--- src/rtl/fetch_stage.sv ---
// Instruction-fetch stage: PC register, predecode-based next-PC prediction with a
// 2-bit saturating BHT, and the IF/ID pipeline buffer feeding decode.
module fetch_stage #(
    parameter int          PC_W     = 32,
    parameter int          BHT_BITS = 6,
    parameter logic [PC_W-1:0] RESET_PC = '0,
    parameter logic [31:0] NOP_INST = 32'h0000_0013
) (
    input  logic            clk,
    input  logic            rst,
    input  logic            PC_Write,
    input  logic            IF_ID_Write,
    input  logic            IF_ID_flush,
    input  logic            Wrong_prediction,
    input  logic [PC_W-1:0] EX_correct_target,
    input  logic            EX_branch_resolved,
    input  logic            EX_branch_taken,
    input  logic [PC_W-1:0] EX_branch_pc,
    output logic [PC_W-1:0] imem_addr,
    input  logic [31:0]     imem_data,
    output logic [31:0]     IF_ID_inst,
    output logic [PC_W-1:0] IF_ID_PC,
    output logic            IF_ID_pred_taken,
    output logic            IF_ID_valid
);

    localparam int BHT_N = 1 << BHT_BITS;

    localparam logic [6:0] OP_BRANCH = 7'b1100011;
    localparam logic [6:0] OP_JAL    = 7'b1101111;

    logic [PC_W-1:0]     pc;
    logic [1:0]          bht [BHT_N];

    logic [6:0]          opcode;
    logic [PC_W-1:0]     imm_b;
    logic [PC_W-1:0]     imm_j;
    logic [PC_W-1:0]     pc_plus4;
    logic [PC_W-1:0]     pred_next;
    logic                pred_taken;
    logic [BHT_BITS-1:0] fetch_idx;
    logic [BHT_BITS-1:0] train_idx;
    logic                unused_bits;

    assign imem_addr = pc;
    assign opcode    = imem_data[6:0];
    assign fetch_idx = pc[BHT_BITS+1:2];
    assign train_idx = EX_branch_pc[BHT_BITS+1:2];
    assign pc_plus4  = pc + PC_W'(4);

    // Only the index bits of the training PC matter to the BHT.
    assign unused_bits = ^{EX_branch_pc[1:0], EX_branch_pc[PC_W-1:BHT_BITS+2]};

    assign imm_b = {{(PC_W-12){imem_data[31]}}, imem_data[7], imem_data[30:25],
                    imem_data[11:8], 1'b0};
    assign imm_j = {{(PC_W-20){imem_data[31]}}, imem_data[19:12], imem_data[20],
                    imem_data[30:21], 1'b0};

    // JALR is deliberately predicted not-taken; EX redirects it.
    always_comb begin
        pred_taken = 1'b0;
        pred_next  = pc_plus4;
        if (opcode == OP_JAL) begin
            pred_taken = 1'b1;
            pred_next  = pc + imm_j;
        end else if (opcode == OP_BRANCH && bht[fetch_idx][1]) begin
            pred_taken = 1'b1;
            pred_next  = pc + imm_b;
        end
    end

    always_ff @(posedge clk) begin
        if (!rst) begin
            pc <= RESET_PC;
        end else if (Wrong_prediction) begin
            pc <= EX_correct_target;
        end else if (PC_Write) begin
            pc <= pred_next;
        end
    end

    // A mispredict squashes the wrong-path fetch even without an explicit flush.
    always_ff @(posedge clk) begin
        if (!rst) begin
            IF_ID_inst       <= NOP_INST;
            IF_ID_PC         <= '0;
            IF_ID_pred_taken <= 1'b0;
            IF_ID_valid      <= 1'b0;
        end else if (Wrong_prediction || IF_ID_flush) begin
            IF_ID_inst       <= NOP_INST;
            IF_ID_PC         <= pc;
            IF_ID_pred_taken <= 1'b0;
            IF_ID_valid      <= 1'b0;
        end else if (IF_ID_Write) begin
            IF_ID_inst       <= imem_data;
            IF_ID_PC         <= pc;
            IF_ID_pred_taken <= pred_taken;
            IF_ID_valid      <= 1'b1;
        end
    end

    // Lookups this cycle see the pre-update counter; the trained value lands on the edge.
    always_ff @(posedge clk) begin
        if (!rst) begin
            for (int i = 0; i < BHT_N; i++) begin
                bht[i] <= 2'b01;
            end
        end else if (EX_branch_resolved) begin
            if (EX_branch_taken && bht[train_idx] != 2'b11) begin
                bht[train_idx] <= bht[train_idx] + 2'b01;
            end else if (!EX_branch_taken && bht[train_idx] != 2'b00) begin
                bht[train_idx] <= bht[train_idx] - 2'b01;
            end
        end
    end

endmodule
--- config.mk ---
export PLATFORM = sky130hd
export DESIGN_NAME = fetch_stage
export DESIGN_NICKNAME = d
export VERILOG_FILES = /design/src/rtl/fetch_stage.sv
export SDC_FILE = /design/constraint.sdc
export NUM_CORES = 1
export LEC_CHECK = 0
export BUFFER_PORTS_ARGS = -buffer_cell sky130_fd_sc_hd__buf_4
export CORE_ASPECT_RATIO = 1.25
export CORE_MARGIN = 5
export CORE_UTILIZATION = 40
export CTS_CLUSTER_DIAMETER = 120
export CTS_CLUSTER_SIZE = 28
export DETAILED_ROUTE_END_ITERATION = 12
export GPL_TIMING_DRIVEN = 0
export PLACE_DENSITY = 0.6
export SYNTH_ARGS = -nofsm -noshare
export SYNTH_HDL_FRONTEND = slang
export SYNTH_SLANG_ARGS = --single-unit
--- constraint.sdc ---
create_clock -name clk -period 9.4 [get_ports clk]
set_input_delay 0.94 -clock clk [delete_from_list [all_inputs] [get_ports clk]]
set_output_delay 0.94 -clock clk [all_outputs]
set_load 0.01 [all_outputs]
==> metrics.md <==
| Metric | Value |
|---|---|
| #FFs+latches synth | ~230 |
| Core area | between 30000 and 40000 um2 |
| Slew HR | 39.95% |
| Post-route DRC | 0 |
| Post-cts resize count | 0 |
| Routed WL per cell | around 25 um |
| Outcome | completed |
| Ys flop type | edfxtp_1 |
| EDFF count, synth | 128 |
| CP peak stage delay | around 740 ps |
| Mean post-synth cell area | around 8.9 um2 |
| Final WL | roughly 60000 um |
| Crit path required time | 9540 ps |
| Vias in the first global route | 13890 |
| Crit path depth | 12 |
| Fraction of layout cells with a size suffix above 1 | roughly 16% |
| CP Buf/Inv Count | 4 |
| IR drop worst, VDD | 110.0 uV |
| Yosys Warn Count | 0 |
| Fin. Hold Viols | 0 |
| Crit path time final | 5320 ps |
| Die H | 225.0 um |
| Top Metal Used | met4 |
| GRT Resource Usage Total | around 28% |
| Setup Buffers After CTS | 0 |
| Metal-1 WL | ~21000 um |
| CTS H-tree lvls | 1 |
| Data arrival, critical path | 5460 ps |
| PwrDens | 137.0 nW/um2 |
| Post-synth net total | about 1800 |
| Worst slew pin tran | approximately 900 ps |
| Non-filler cells in the finished layout | 2329 |
| Initial antenna violation count | 1 |
| First-pass GRT wire length | roughly 87000 um |
| Synthesized area | roughly 15000 um2 |
| DR iter-0 viols | about 1500 |
| Count of input and output buffers | roughly 170 |
| Synthesis-to-finish area growth | 15.07% |
| Fin. max-slew vios | 0 |
| DRT antenna net count | 0 |
| Initial Util | around 41% |
| DR vias | 14160 |
| Slowest CP cell | o21ai_0 |
| Hold Crit Class | reg2reg |
| RSZ-0062 raised after global routing | no |
| Met2 wire len | roughly 30000 um |
| Leakage | ~0.0062 uW |
| Final GP Congestion | 1.026 |
| Final setup viols | 0 |
| Post-synthesis cell type count | 90 |
| CTS tree | done |
| Met3 WL | roughly 4500 um |
| Worst Setup Path Type | in2reg |
| Die X | roughly 180 um |
| DR pass1 iterations | 5 |
| Max Buffers Root-to-Sink | 3 |
| WHS Path Cells | 2 |
| Detailed placement HPWL | 45290 um |
| Clk sink count | between 200 and 250 |
| Crit-path max FO | 10 |
| Post-Synthesis Cells | about 1700 |
| Final core utilization | 46.75% |
| Largest net degree at the start of global routing | 30 |
| Full die area | just over 40000 um2 |
| CTS root buf | clkbuf_16 |
| Final Skew | between 30 and 40 ps |
| Placed Cells | 2308 |
| Clk Latency, worst-skew pair | a little over 500 ps |
| Drt via density | 6.081 |
| Asr flop ratio synth | 0% |
| Critical Path Source Type | primary input |
| Hold_buf cts | 0 |
| Sequential cell area fraction in the yosys report | about 40% |
| Fin crit share | a little under three fifths |
| TNS Setup | 0 ps |
| Critical path's most frequent cell | buf_2 |
| IO Count | approximately 200 |
| Top delay family on crit path | compound AO/OA/AOI/OAI gates |
| CP Cell Sequence | buf_2 > buf_4 > buf_2 > buf_2 > mux4_2 > mux2i_1 > o22a_1 > o21ai_0 > o31a_1 > mux2i_2 > nand4_1 > o21ai_0 |
| CP endpoint kind | register |
| Total global routing overflow | 0 |
| TritonCTS buffer count | 12 |
| Cells on worst reg2reg path | 12 |
| Max-cap violation count | 0 |
| Cell Rows | around 80 |
| Max Clk Rate | around 0.19 GHz |
| Clock-pin transition on the worst setup and hold timing paths | between 100 and 150 ps |
| Fin nets | roughly 2000 |
[synth_stat cells, types with 27 or more instances]
library cell	number	area (um2)
nand2_1	225	844.6
nor2_1	143	536.8
edfxtp_1	128	3844
a21oi_1	124	620.6
o21ai_0	114	570.6
dfxtp_1	104	2082
clkbuf_1	88	330.3
nor3_1	56	280.3
mux2i_1	51	510.5
nand3_1	47	235.2
ha_1	44	550.5
xnor2_1	40	350.3
xor2_1	27	236.5
[worst min-delay path, stage by stage, from the launching register on]
cell and delay, ps:
dfxtp_1 330, nand2_1 50, a21oi_1 50
[cells by family (layout without fill, tap and decap cells)]
kind of cell    count (synthesis)  in the layout  share of synthesized area [%]
simple gates                  634            634                          20.61
compound gates                435            435                          18.48
flops                         232            232                          40.07
buf+inv                       155            342                          4.543
mux                            92             92                          8.342
xor+xnor                       67             67                          3.968
fa+ha+maj                      46             46                          3.993
other cells                     0              1                              0
[state kept, by name, summed over array words and instances (netlist names), named ones only]
register,count
imem_addr,32
IF_ID_valid,1
IF_ID_pred_taken,1
IF_ID_inst,32
IF_ID_PC,32
bht,128
[cell usage in the layout (no fill, tap or decap), drive strengths merged, types with 22 or more instances in the layout]
cell    Yosys  routed
ha         44      44
a21oi     125     125
mux4       22      22
xnor2      40      40
buf        40     207
nand2     231     231
and3       25      25
inv        26      27
mux2i      52      52
clkbuf     88     106
o21ai     136     136
edfxtp    128     128
xor2       27      27
dfxtp     104     104
nand3      48      48
nor3       68      68
nor2      144     144
[report_power, final]
group | internal (uW) | switching [uW] | total [uW]
combinational | 210 | 354 | 564
clock | 265 | 357 | 622
sequential | 1100 | 46.6 | 1140
total | 1570 | 757 | 2330
[metal layers]
metal  vias up  global-route usage [%]
met4         0                   14.14
li1       6462                       -
met1      6740                   32.07
met3       190                   3.326
met2       770                   49.96
met5         -                       0
[layout make-up]
type	count	area (um2)
Clock inverter	2	27.53
Clock buffer	18	344.1
Fill cell	3546	19380
Antenna cell	1	2.502
Sequential cell	232	5926
Multi-Input combinational cell	1274	8192
Inverter	27	101.3
Tap cell	480	600.6
Buffer	128	570.5
Timing Repair Buffer	167	1254
[metrics by stage]
| step | instance area (um2) | setup slack, ps | total power [uW] | hold WS, ps |
|---|---|---|---|---|
| after global placement | 16640 | 3795 | 1712 | 440.6 |
| after detailed placement | 16640 | 3857 | 1717 | 445.0 |
| after floorplan | 14790 | 5240 | 1501 | 476.1 |
| final | 17020 | 4080 | 2331 | 459.2 |
| after global routing | 17020 | 4164 | 2411 | 480.3 |
| after CTS | 17020 | 4319 | 2321 | 460.5 |
[final timing paths]
kind	slack (ps)	endpoint	from
setup / recovery	4080	bht[57][0]	EX_branch_pc[4]
hold / removal	460	IF_ID_PC[31]	IF_ID_PC[31]
setup reg to reg	4420	imem_addr[7]	register
hold reg to reg	460	IF_ID_PC[31]	IF_ID_PC[31]
Note: power is estimated with default switching activity, not from simulation.
